[src/rtl/toast_alu_issue.sv]
// toast_alu_issue: registered RV32I decode/issue stage sitting between the
// register-file read and execute. Selects the ALU operation and operands,
// derives branch/writeback sideband and presents it all from one pipeline
// register behind a valid/ready handshake with synchronous flush.
module toast_alu_issue #(
    parameter logic [31:0] LINK_OFFSET = 32'd4,
    parameter bit          ILLEGAL_FWD = 1'b1
) (
    input  logic        clk_i,
    input  logic        rst_i,
    input  logic        in_valid_i,
    output logic        in_ready_o,
    input  logic [31:0] instr_i,
    input  logic [31:0] pc_i,
    input  logic [31:0] rs1_data_i,
    input  logic [31:0] rs2_data_i,
    input  logic        flush_i,
    output logic        out_valid_o,
    input  logic        out_ready_i,
    output logic [3:0]  alu_ctrl_o,
    output logic [31:0] alu_op1_o,
    output logic [31:0] alu_op2_o,
    output logic        is_branch_o,
    output logic        br_invert_o,
    output logic [4:0]  rd_addr_o,
    output logic        rd_we_o,
    output logic        illegal_o
);

    // Shared ALU operation encoding (ADD must stay 0: it is the reset value).
    localparam logic [3:0] ALU_ADD  = 4'd0;
    localparam logic [3:0] ALU_SUB  = 4'd1;
    localparam logic [3:0] ALU_SLL  = 4'd2;
    localparam logic [3:0] ALU_SLT  = 4'd3;
    localparam logic [3:0] ALU_SLTU = 4'd4;
    localparam logic [3:0] ALU_XOR  = 4'd5;
    localparam logic [3:0] ALU_SRL  = 4'd6;
    localparam logic [3:0] ALU_SRA  = 4'd7;
    localparam logic [3:0] ALU_OR   = 4'd8;
    localparam logic [3:0] ALU_AND  = 4'd9;
    localparam logic [3:0] ALU_SEQ  = 4'd10;

    localparam logic [6:0] OPC_OP     = 7'b0110011;
    localparam logic [6:0] OPC_OP_IMM = 7'b0010011;
    localparam logic [6:0] OPC_LUI    = 7'b0110111;
    localparam logic [6:0] OPC_AUIPC  = 7'b0010111;
    localparam logic [6:0] OPC_JAL    = 7'b1101111;
    localparam logic [6:0] OPC_JALR   = 7'b1100111;
    localparam logic [6:0] OPC_LOAD   = 7'b0000011;
    localparam logic [6:0] OPC_STORE  = 7'b0100011;
    localparam logic [6:0] OPC_BRANCH = 7'b1100011;

    localparam logic [6:0] F7_BASE = 7'b0000000;
    localparam logic [6:0] F7_ALT  = 7'b0100000;

    // Register-register / immediate arithmetic share the funct3 mapping;
    // funct3 101 defaults to the logical shift, the arithmetic variant is
    // selected by funct7 at the call site.
    function automatic logic [3:0] f3_to_alu(input logic [2:0] f3);
        case (f3)
            3'b000:  f3_to_alu = ALU_ADD;
            3'b001:  f3_to_alu = ALU_SLL;
            3'b010:  f3_to_alu = ALU_SLT;
            3'b011:  f3_to_alu = ALU_SLTU;
            3'b100:  f3_to_alu = ALU_XOR;
            3'b101:  f3_to_alu = ALU_SRL;
            3'b110:  f3_to_alu = ALU_OR;
            default: f3_to_alu = ALU_AND;
        endcase
    endfunction

    // Instruction fields and immediates.
    logic [6:0]  w_opcode;
    logic [2:0]  w_funct3;
    logic [6:0]  w_funct7;
    logic [4:0]  w_rd;
    logic [31:0] w_imm_i;
    logic [31:0] w_imm_s;
    logic [31:0] w_imm_u;
    logic [31:0] w_shamt;

    assign w_opcode = instr_i[6:0];
    assign w_funct3 = instr_i[14:12];
    assign w_funct7 = instr_i[31:25];
    assign w_rd     = instr_i[11:7];
    assign w_imm_i  = {{20{instr_i[31]}}, instr_i[31:20]};
    assign w_imm_s  = {{20{instr_i[31]}}, instr_i[31:25], instr_i[11:7]};
    assign w_imm_u  = {instr_i[31:12], 12'b0};
    assign w_shamt  = {27'b0, instr_i[24:20]};

    // Decoded payload for the beat currently on the input.
    logic [3:0]  w_alu_ctrl;
    logic [31:0] w_op1;
    logic [31:0] w_op2;
    logic        w_is_branch;
    logic        w_br_invert;
    logic        w_writes_rd;
    logic        w_rd_we;
    logic        w_illegal;

    logic        r_valid;
    logic        w_accept;

    // Handshake: a new beat may enter when the register is empty or draining.
    assign in_ready_o  = !flush_i && (!r_valid || out_ready_i);
    assign w_accept    = in_valid_i && in_ready_o;
    assign out_valid_o = r_valid;

    // Decode the instruction into ALU control, operands and sideband.
    always_comb begin
        // NOTE: every output gets a default first so no path through the
        // case statements leaves a signal unassigned (which would infer a latch).
        w_alu_ctrl  = ALU_ADD;
        w_op1       = 32'b0;
        w_op2       = 32'b0;
        w_is_branch = 1'b0;
        w_br_invert = 1'b0;
        w_writes_rd = 1'b0;
        w_illegal   = 1'b0;

        case (w_opcode)
            OPC_OP: begin
                w_op1       = rs1_data_i;
                w_op2       = rs2_data_i;
                w_writes_rd = 1'b1;
                if (w_funct7 == F7_BASE) begin
                    w_alu_ctrl = f3_to_alu(w_funct3);
                end else if (w_funct7 == F7_ALT && w_funct3 == 3'b000) begin
                    w_alu_ctrl = ALU_SUB;
                end else if (w_funct7 == F7_ALT && w_funct3 == 3'b101) begin
                    w_alu_ctrl = ALU_SRA;
                end else begin
                    w_illegal = 1'b1;
                end
            end
            OPC_OP_IMM: begin
                w_op1       = rs1_data_i;
                w_op2       = w_imm_i;
                w_writes_rd = 1'b1;
                w_alu_ctrl  = f3_to_alu(w_funct3);
                if (w_funct3 == 3'b001) begin
                    w_op2 = w_shamt;
                    if (w_funct7 != F7_BASE) w_illegal = 1'b1;
                end else if (w_funct3 == 3'b101) begin
                    w_op2 = w_shamt;
                    if (w_funct7 == F7_ALT)       w_alu_ctrl = ALU_SRA;
                    else if (w_funct7 != F7_BASE) w_illegal  = 1'b1;
                end
            end
            OPC_LUI: begin
                w_op2       = w_imm_u;
                w_writes_rd = 1'b1;
            end
            OPC_AUIPC: begin
                w_op1       = pc_i;
                w_op2       = w_imm_u;
                w_writes_rd = 1'b1;
            end
            OPC_JAL: begin
                w_op1       = pc_i;
                w_op2       = LINK_OFFSET;
                w_writes_rd = 1'b1;
            end
            OPC_JALR: begin
                w_op1       = pc_i;
                w_op2       = LINK_OFFSET;
                w_writes_rd = 1'b1;
                if (w_funct3 != 3'b000) w_illegal = 1'b1;
            end
            OPC_LOAD: begin
                w_op1       = rs1_data_i;
                w_op2       = w_imm_i;
                w_writes_rd = 1'b1;
            end
            OPC_STORE: begin
                w_op1 = rs1_data_i;
                w_op2 = w_imm_s;
            end
            OPC_BRANCH: begin
                w_op1       = rs1_data_i;
                w_op2       = rs2_data_i;
                w_is_branch = 1'b1;
                w_br_invert = w_funct3[0];
                case (w_funct3[2:1])
                    2'b00:   w_alu_ctrl = ALU_SEQ;
                    2'b10:   w_alu_ctrl = ALU_SLT;
                    2'b11:   w_alu_ctrl = ALU_SLTU;
                    default: w_illegal  = 1'b1;
                endcase
            end
            default: w_illegal = 1'b1;
        endcase

        // An undecodable word issues as a harmless ADD 0,0 with no side effects.
        if (w_illegal) begin
            w_alu_ctrl  = ALU_ADD;
            w_op1       = 32'b0;
            w_op2       = 32'b0;
            w_is_branch = 1'b0;
            w_br_invert = 1'b0;
            w_writes_rd = 1'b0;
        end
    end

    // x0 is never written.
    assign w_rd_we = w_writes_rd && (w_rd != 5'd0);

    // Pipeline register: flush wins, then accept, then drain.
    always_ff @(posedge clk_i or posedge rst_i) begin
        // NOTE: state is updated with non-blocking assignments so every
        // register samples pre-edge values regardless of statement order.
        if (rst_i) begin
            r_valid     <= 1'b0;
            alu_ctrl_o  <= ALU_ADD;
            alu_op1_o   <= 32'b0;
            alu_op2_o   <= 32'b0;
            is_branch_o <= 1'b0;
            br_invert_o <= 1'b0;
            rd_addr_o   <= 5'b0;
            rd_we_o     <= 1'b0;
            illegal_o   <= 1'b0;
        end else if (flush_i) begin
            r_valid <= 1'b0;
        end else if (w_accept) begin
            // A dropped illegal beat is consumed but never presented.
            r_valid     <= ILLEGAL_FWD || !w_illegal;
            alu_ctrl_o  <= w_alu_ctrl;
            alu_op1_o   <= w_op1;
            alu_op2_o   <= w_op2;
            is_branch_o <= w_is_branch;
            br_invert_o <= w_br_invert;
            rd_addr_o   <= w_rd;
            rd_we_o     <= w_rd_we;
            illegal_o   <= w_illegal;
        end else if (out_ready_i) begin
            r_valid <= 1'b0;
        end
    end

endmodule

[config.mk]
export PLATFORM = sky130hd
export DESIGN_NAME = toast_alu_issue
export DESIGN_NICKNAME = d
export VERILOG_FILES = /design/src/rtl/toast_alu_issue.sv
export SDC_FILE = /design/constraint.sdc
export NUM_CORES = 1
export LEC_CHECK = 0
export BUFFER_PORTS_ARGS = -buffer_cell sky130_fd_sc_hd__buf_2
export CAP_MARGIN = 20
export CORE_UTILIZATION = 25
export CTS_CLUSTER_SIZE = 25
export DETAILED_ROUTE_END_ITERATION = 8
export PLACE_DENSITY_LB_ADDON = 0.2
export SLEW_MARGIN = 5
export SYNTH_ARGS = -nofsm -noshare
export SYNTH_HDL_FRONTEND = slang
export SYNTH_SLANG_ARGS = --single-unit
[constraint.sdc]
create_clock -name clk_i -period 2.92 [get_ports clk_i]
set_input_delay 0.146 -clock clk_i [delete_from_list [all_inputs] [get_ports clk_i]]
set_output_delay 0.146 -clock clk_i [all_outputs]
set_load 0.01 [all_outputs]
# Word-level counts from Yosys, hierarchy flattened
# Index checks and enable logic that the tools add are counted.
totals:
  regBits: 78
  latchBits: 0
  ram_bits: 0
  mem_bits_ro: 0
  inputBits: 133
  memories: 0
op_classes:
  addsub: 0
  multipliers: 0
  n_div: 0
  n_lt_le_gt_ge: 0
  n_eq_ne: 18
  shift: 0
  mux: 35
  bitwise_logic: 1
  n_reduce_logical: 24
op_table:
  columns: ["cell", "count"]
  rows:
  - ["one-hot mux 32 bit (6 select lines)", 1]
  - ["2-to-1 mux 32 bit", 4]
  - ["one-hot mux 32 bit (2 select lines)", 1]
  - ["equality test 7 x 6 -> 1 bit, second input constant", 4]
  - ["one-hot mux 4 bit (7 select lines)", 1]
  - ["one-hot mux 4 bit (3 select lines)", 2]
  - ["equality test 7 bit, second input constant", 3]
  - ["2-to-1 mux 4 bit", 5]
  - ["2-to-1 mux 1 bit", 18]
  - ["equality test 7 x 5 -> 1 bit, second input constant", 2]
  - ["OR reduction 5 bit", 2]
  - ["equality test 3 bit, second input constant", 3]
  - ["equality test 7 x 2 -> 1 bit, second input constant", 1]
  - ["zero test 7 bit", 1]
  - ["nonzero test 7 bit", 1]
  - ["OR reduction 7 bit", 1]
  - ["equality test 3 x 2 -> 1 bit, second input constant", 2]
  - ["2-to-1 mux 3 bit", 2]
  - ["nonzero test 3 bit", 2]
  - ["OR reduction 2 bit", 3]
  - ["OR reduction 3 bit", 2]
  - ["logical AND 1 bit", 5]
  - ["one-hot mux 1 bit (5 select lines)", 1]
  - ["nonzero test 5 bit", 1]
  - ["8 further kinds", 10]

# Longest topological paths before layout
# Gate-level depths: netlist of run 1.
depth:
  word_depth: 8
  ltp_mapped: 8

# Worst setup path before layout of run 1
# Ideal clock, no wire load.
synth_path:
  kind: "in2reg"
  startpoint: "input instr_i[6]"
  endpoint: "register illegal_o"
  arrival_time_ns: 1.853
  path_slack_ns: 0.948
  cell_stages: 8
  n_path_buf: 3
  cell_sequence: "buf_2 -> or3b_1 -> a21oi_2 -> o221ai_1 -> or4b_1 -> buf_6 -> buf_6 -> o21a_1"
synth_via:
  elab_chain_cells: 3
  word_cells_on_any_way: 11
  cone_classes: "eq/ne (9); mux (1); reduce/logical (1)"
synth_rtl:
  columns: ["element", "line", "rtl"]
  rows:
  - ["start: declaration", "13", "input logic [31:0] instr_i,"]
  - ["equality test 7 x 6 -> 1 bit (tied with other cells)", "121", "case (w_opcode)"]
  - ["OR reduction 5 bit (no source line)", null, null]
  - ["one-hot mux 1 bit (5 select lines) *", "121", null]
  - ["end signal: assignment", "234", "illegal_o <= w_illegal;"]
  - ["end: declaration", "27", "output logic illegal_o"]
# Every way passes the cells marked *; elsewhere a longest branch is shown, timed or not.
# A chain may end at the register's enable or synchronous reset.

# Worst setup path in the final report of run 1
layout_path:
  startpoint: "input instr_i[5]"
  endpoint: "register alu_op1_o[0]"
layout_via:
  elab_chain_cells: 4
  word_cells_on_any_way: 15
  cone_classes: "eq/ne (9); mux (3); reduce/logical (3)"
layout_rtl:
  columns: ["element", "line", "rtl"]
  rows:
  - ["equality test 7 x 6 -> 1 bit (tied with other cells)", "121", null]
  - ["OR reduction 5 bit (no source line) / OR reduction 3 bit (equally long branches)", null, null]
  - ["one-hot mux 1 bit (5 select lines) / one-hot mux 32 bit (2 select lines) (equally long branches)", "121", null]
  - ["2-to-1 mux 32 bit *", "195", "if (w_illegal) begin"]
  - ["end signal: assignment", "228", "alu_op1_o <= w_op1;"]
  - ["end: declaration", "21", "output logic [31:0] alu_op1_o,"]
# Marked as above.

==> flow_summary.toml, run 1 <==
[routing]
dr.pass1.iters = 4
wire_per_inst_um = 17.0
routed-via-count = 4064
drt-total-wl_um = 14300
avgViaCountPerCell = 4.83
drt_first_iter_violations = 285
drc_errors = 0
ant_nets = 0

[sta]
finClkSkew_ns = 0.00443
worst_slew_pin_slew_ns = 0.829
setup-tns-final_ns = 0
timing.final.crit_share_pct = 69.0
hold_ws_ns = 0.0670
setup_viol = 0
drv_slew = 0
finalCriticalPeriod_ns = 2.02
slew_headroom_pct = 44.7
timing_hold_violations_final = 0
rsz0062_at_grt = "no"
fmax_mhz = 496

[yosys]
syn_inst = 420
ys_seq_elements = 78
postSynthAreaPerCell_um2 = 9.85
synth.distinct_cells = 42
yosysSeqAreaShare_pct = 47.2
synth_nets = 553
syn_area_um2 = 4140
yosys_warnings = 0

[critical_path]
reg2reg_depth = 6
cp.required_ns = 3.12
crit_cells = 7
arrival_ns = 2.21
crit_family = "simple AND/OR/NAND/NOR gates"
crit_slowest_cell = "buf_4"
startpoint = "instr_i[5]"
worst_setup_path_start_kind = "primary input"
rr_startpoint = "out_valid_o"
worst-path-buf-inv = 2
critical_path.endpoint_type = "flop"
cp_cell_sequence = "buf_2, nor4bb_1, and2_1, o2111ai_1, or4b_4, buf_4, o21ai_1"
worst_path_largest_cell_delay_ns = 0.58
path_class = "primary input to flop"
critPathMaxFanout = 44

[floorplanning]
die-area_um2 = 17100
coreArea_um2 = 16000
start_util_pct = 25.9
rows = 46
chipWidth_um = 131
die_h_um = 131
pin_count = 212

[clock_tree]
cts_resized = 0
cts_tree = "built"
clock_latency_ns = 0.34
cts_buffers = 9
clk_pin_slew_ns = 0.06
cts_sinks = 78
h-tree-depth = 3
cts_buffer_depth = 2
clockRootBuffer = "clkbuf_16"

[place]
portBuffers = 211
dp.cells = 822
gp_congestion = 0.811
dp_hpwl_um = 10500

[job]
drv_cap = 0

[power_and_ir_drop]
cellPowerDensity_nw_per_um2 = 453
p_leak_nw = 2.74
irDropWorstVdd_uv = 247

[final_layout]
syn_to_final_growth_pct = 38.6
fin_cells = 841
n_antenna_cell = 0
final_nets = 753
drive_above_1_share_pct = 50.6
finish.utilization_pct = 35.8

[grt]
grt_start_max_net_pins = 76
grt_pass1_wl_um = 21200
antenna_found_initial = 1
grtUsageTotal_pct = 16.7
grt.overflow.total = 0
first_global_vias = 3933

[outcome]
status = "finished, final reports clean"

[min_path]
hp-start = "in_valid_i"
whs_path_depth = 3
hold_path.class = "primary input to flop"
[final cells by class]
class | count | area [µm²]
tap | 216 | 270
multi-input combinational | 302 | 1990
clock inverter | 3 | 40.0
sequential | 78 | 1950
clock buffer | 13 | 280
inverter | 4 | 16.3
fill | 1719 | 10300
timing repair buffer | 225 | 1190
[synthesized netlist by cell type]
library cell  instances  area share [%]
a221oi_1             21             4.4
o2111ai_1             1            0.21
xnor2_1               2            0.42
and3_1                3            0.45
or3b_1                1            0.21
o221ai_1              1            0.21
buf_6                 8             2.2
a22oi_1              38             6.9
o21ai_2              65              14
a21oi_2               1            0.21
or4_1                 2            0.36
o22ai_1               2            0.30
xor2_1                2            0.42
a41oi_1               2            0.42
buf_2                 1            0.12
nor2_1               14             1.3
o211ai_1              1            0.18
dfrtp_1              78              47
a222oi_1              1            0.24
o21ai_1               5            0.60
nor2b_1              10             1.5
mux2_2                5             1.4
clkbuf_1             27             2.5
or4b_1                1            0.24
nand3b_1              3            0.54
o21ai_0               4            0.48
o21a_1                2            0.36
a31oi_1               1            0.15
mux2i_1               1            0.24
inv_1                 4            0.36
o311ai_0              1            0.21
and4bb_2              1            0.30
nand2_1              78             7.1
and2_1                2            0.30
a21oi_1              14             1.7
nand4_1               1            0.15
nor4bb_1              1            0.24
nand3_1               6            0.73
nand2b_1              4            0.60
o32ai_1               2            0.42
nor3b_1               1            0.18
nor3_1                2            0.24
[cells in the final DEF (no fill, tap or decap), types with 2 or more instances in the layout]
| master | Yosys | layout |
|---|---|---|
| o21ai_2 | 65 | 66 |
| and2_1 | 2 | 2 |
| or4_1 | 2 | 2 |
| a41oi_1 | 2 | 2 |
| a21oi_1 | 14 | 13 |
| xor2_1 | 2 | 2 |
| o21ai_0 | 4 | 4 |
| o21a_1 | 2 | 2 |
| dfrtp_1 | 78 | 78 |
| nand3_1 | 6 | 6 |
| o22ai_1 | 2 | 2 |
| nand2b_1 | 4 | 4 |
| a221oi_1 | 21 | 21 |
| xnor2_1 | 2 | 2 |
| buf_2 | 1 | 211 |
| a22oi_1 | 38 | 38 |
| and3_1 | 3 | 3 |
| o21ai_1 | 5 | 4 |
| inv_1 | 4 | 3 |
| o32ai_1 | 2 | 2 |
| clkinv_2 | 0 | 3 |
| dlygate4sd3_1 | 0 | 2 |
| nor3_1 | 2 | 2 |
| a21oi_2 | 1 | 2 |
| nor2_1 | 14 | 14 |
| clkbuf_16 | 0 | 9 |
| nor2b_1 | 10 | 10 |
| clkbuf_8 | 0 | 4 |
| buf_4 | 0 | 11 |
| mux2_2 | 5 | 5 |
| nand3b_1 | 3 | 3 |
| nand2_1 | 78 | 77 |
[path summary, 6_finish.rpt]
path                                 endpoint  slack, ns
worst min register to register  alu_op2_o[13]       0.47
min in group asynchronous        alu_op2_o[7]       0.28
worst max-delay path             alu_op1_o[0]       0.90
max in group asynchronous       alu_op2_o[13]       2.12
worst max register to register  alu_op1_o[21]       0.92
worst min-delay path              out_valid_o       0.07
[stage by stage]
| step | instance area, µm² | power [W] | worst slack [ns] |
|---|---|---|---|
| final | 5730 | 0.00260 | 0.904 |
| after global routing | 5730 | 0.00272 | 0.733 |
| after CTS | 5690 | 0.00264 | 0.892 |
| after detailed placement | 5360 | 0.00141 | 0.523 |
| after global placement | 5360 | 0.00140 | 0.565 |
| after floorplan | 4140 | 0.00125 | 0.779 |
[routing by layer]
layer	track usage [%]	vias up	part of all wire [%]
li1	-	1945	-
met1	20.4	1913	43
met2	27.8	192	47
met3	4.89	12	9.0
met4	5.88	2	1.2
met5	0	-	0.091
[kinds of logic (layout without fill, tap and decap cells)]
family	count (synthesis)	in the layout	share of synthesized area [%]
multiplexers	6	6	1.60
AND/OR/NAND/NOR	130	130	14.4
XOR/XNOR	4	4	0.847
flip-flops	78	78	47.2
buffers and inverters	40	245	5.11
AO/OA/AOI/OAI	162	162	30.8
[tightest hold or removal path: cells and delay by family]
family,cells,cell delay (ns)
AND/OR/NAND/NOR,2,0.11
buffers and inverters,1,0.10
[power breakdown]
group | switching (W) | internal (W)
clock network | 0.000450 | 0.000753
registers | 0.00000753 | 0.00110
logic | 0.000163 | 0.000125
[flip-flops by register name, summed over array words and instances (netlist names)]
name / count
rd_we_o: 1
illegal_o: 1
rd_addr_o: 5
alu_op2_o: 32
br_invert_o: 1
alu_op1_o: 32
alu_ctrl_o: 4
is_branch_o: 1
out_valid_o: 1
[repair_timing]
action                                 CTS  global route
endpoints found under the hold margin    1            10
buffers inserted                         0             0
hold buffers                             1             1
Power figures use the tool's default switching activity.
==> inputs of run 2 (changes only) <==
Clock period 2.92 ns to 1.9 ns, I/O delays scaled along.
==> run 2 against run 1 <==
Cell area up 3.5%. Register-to-register slack got worse by 0.81 ns. Combinational power rose by 62%. Worst setup slack worse by 0.79 ns. Total power grew 55%. Die area unchanged. Cell count grew 2.4%. Clock-buffer cell count fell by 3. Non-clock buffer count is 21 higher. Critical path depth shrank 1. Critical path type is now flop to flop.
==> flow_summary.toml, run 2 (synthesized netlist as in run 1, its figures left out) <==
[place]
portBuffers = 211
gp_congestion = 0.733
dp_hpwl_um = 10300
placed_area_um2 = 5600

[critical_path]
cp.required_ns = 2.16
crit_family = "simple AND/OR/NAND/NOR gates"
r2r-end = "alu_op2_o[29]"
crit_slowest_cell = "or4b_4"
ff2ff_setup_slack_ns = 0.11
crit_cells = 6
critical_path.endpoint_type = "flop"
critPathMaxFanout = 26
reg2reg_depth = 6
worst_path_largest_cell_delay_ns = 0.55
cp_cell_sequence = "nor2b_1, nor2_2, nand2_2, or4b_4, buf_12, o21ai_0"
worst-path-buf-inv = 1
path_class = "flop to flop"
worst_setup_path_start_kind = "flop"
worstSetupEndpoint = "alu_op2_o[29]"
startpoint = "out_valid_o"
rr_startpoint = "out_valid_o"
arrival_ns = 2.05

[sta]
drv_slew = 0
setup_viol = 0
finClkSkew_ns = 0.00452
finalCriticalPeriod_ns = 1.79
slew_headroom_pct = 71.1
fmax_mhz = 559
setup-tns-final_ns = 0
worst_slew_pin_slew_ns = 0.434
timing_hold_violations_final = 0
timing.final.crit_share_pct = 94.2
rsz0062_at_grt = "no"

[grt]
grtUsageMet1_pct = 19.6
use_met2_pct = 27.0
antenna_found_initial = 1
busiest_layer = "met2"
first_global_vias = 3985
grtUsageTotal_pct = 16.2
grt_pass1_wl_um = 20800
grt.overflow.total = 0
met3_usage_pct = 5.99
grt_start_max_net_pins = 79

[final_layout]
syn_to_final_growth_pct = 43.4
final_nets = 774
finish.utilization_pct = 37.1
num-fill-cells = 1689
largestRegisters = "alu_op1_o: 32 flops, alu_op2_o: 32 flops, rd_addr_o: 5 flops"
drive_above_1_share_pct = 52.1
n_antenna_cell = 0
design_area_um2 = 5930
mostFrequentLayoutCell = "buf_2"
mostFrequentLayoutCells = "211 x buf_2, 78 x dfrtp_1, 77 x nand2_1"

[outcome]
status = "finished, final reports clean"

[min_path]
hold_path.class = "primary input to flop"

[routing]
drt-total-wl_um = 13700
ant_nets = 0
wire_per_inst_um = 15.9
dr.pass1.iters = 5
drc_errors = 0
avgViaCountPerCell = 4.74
drt_first_iter_violations = 156
routed-via-count = 4079

[floorplanning]
die-area_um2 = 17100
pin_count = 212
chipWidth_um = 131
coreArea_um2 = 16000
die_h_um = 131
start_util_pct = 25.9
rows = 46

[clock_tree]
clk_pin_slew_ns = 0.06
cts_sinks = 78
clockRootBuffer = "clkbuf_16"
cts_tree = "built"
cts_buffer_depth = 2
clock_latency_ns = 0.34
h-tree-depth = 3
cts_buffers = 9

[power_and_ir_drop]
internal-power_w = 0.00305
switching_share_pct = 24.3
pwr-share-comb_pct = 11.6
pwr-share-seq_pct = 42.1
report.power.total_w = 0.00403
p_clk_share_pct = 46.3
p_leak_nw = 2.84
switching_power_w = 0.000979
irDropWorstVdd_uv = 519
cellPowerDensity_nw_per_um2 = 679

[job]
drv_cap = 0
==> run 2: cell types whose count changed in the layout (fill, tap and decap cells not counted), sizes merged <==
cell and change:
buf +21, clkbuf -3, clkinv -3, clkinvlp +3, bufinv +1, inv +1
==> run 2: stage by stage <==
stage	hold WS [ns]	setup WS, ns	instances
4_1_cts	0.00134	0.0684	861
3_3_place_gp	0.250	-0.0452	844
6_report	0.0174	0.110	861
3_5_place_dp	0.258	-0.0880	844
2_1_floorplan	0.161	0.0195	420
5_1_grt	0.00483	0.0237	861
==> run 2: how the worst min path moves through the flow <==
stage	start	end	slack [ns]	cells after the start
after floorplan	flush_i	out_valid_o	0.16	1
after global placement	rst_i	alu_op1_o[22]	0.25	3
after detailed placement	rst_i	alu_op1_o[22]	0.26	3
after CTS	rs2_data_i[3]	alu_op2_o[3]	0.001	3
after global routing	rs2_data_i[2]	alu_op2_o[2]	0.005	3
final	rs2_data_i[3]	alu_op2_o[3]	0.02	3
==> run 2: repair_timing <==
item,4_1_cts,5_1_grt
hold endpoints to repair,79,0
endpoints found under the setup margin,0,10
gates resized for setup,0,1
hold buffers,2,0
setup buffers,0,0
==> run 2: cell type report <==
cell class	count	area (µm²)	share of cell area (%)
inverter	4	18.8	0.316
sequential	78	1950	32.9
tap	216	270	4.56
clock inverter	5	83.8	1.41
timing repair buffer	246	1390	23.4
clock buffer	10	229	3.86
multi-input combinational	302	1990	33.5
==> run 2: per-layer routing <==
layer  wire, µm  vias up
li1           -     1987
met3       1210       10
met1       6030     1906
met5         13        -
met4        126        2
met2       6330      174
==> run 2: power groups by stage <==
stage | logic [W] | clock network (W) | registers (W)
after CTS | 0.000475 | 0.00194 | 0.00170
final | 0.000468 | 0.00186 | 0.00170
after floorplan | 0.000188 | 0 | 0.00174
after global routing | 0.000518 | 0.00201 | 0.00170
after detailed placement | 0.000470 | 0 | 0.00173
after global placement | 0.000463 | 0 | 0.00173
==> run 2: worst reg2reg max path: cells and delay by family (launching register included) <==
family,cells,cell delay (ns)
flops,1,0.37
simple gates,4,0.93
buf+inv,1,0.21
compound gates,1,0.19
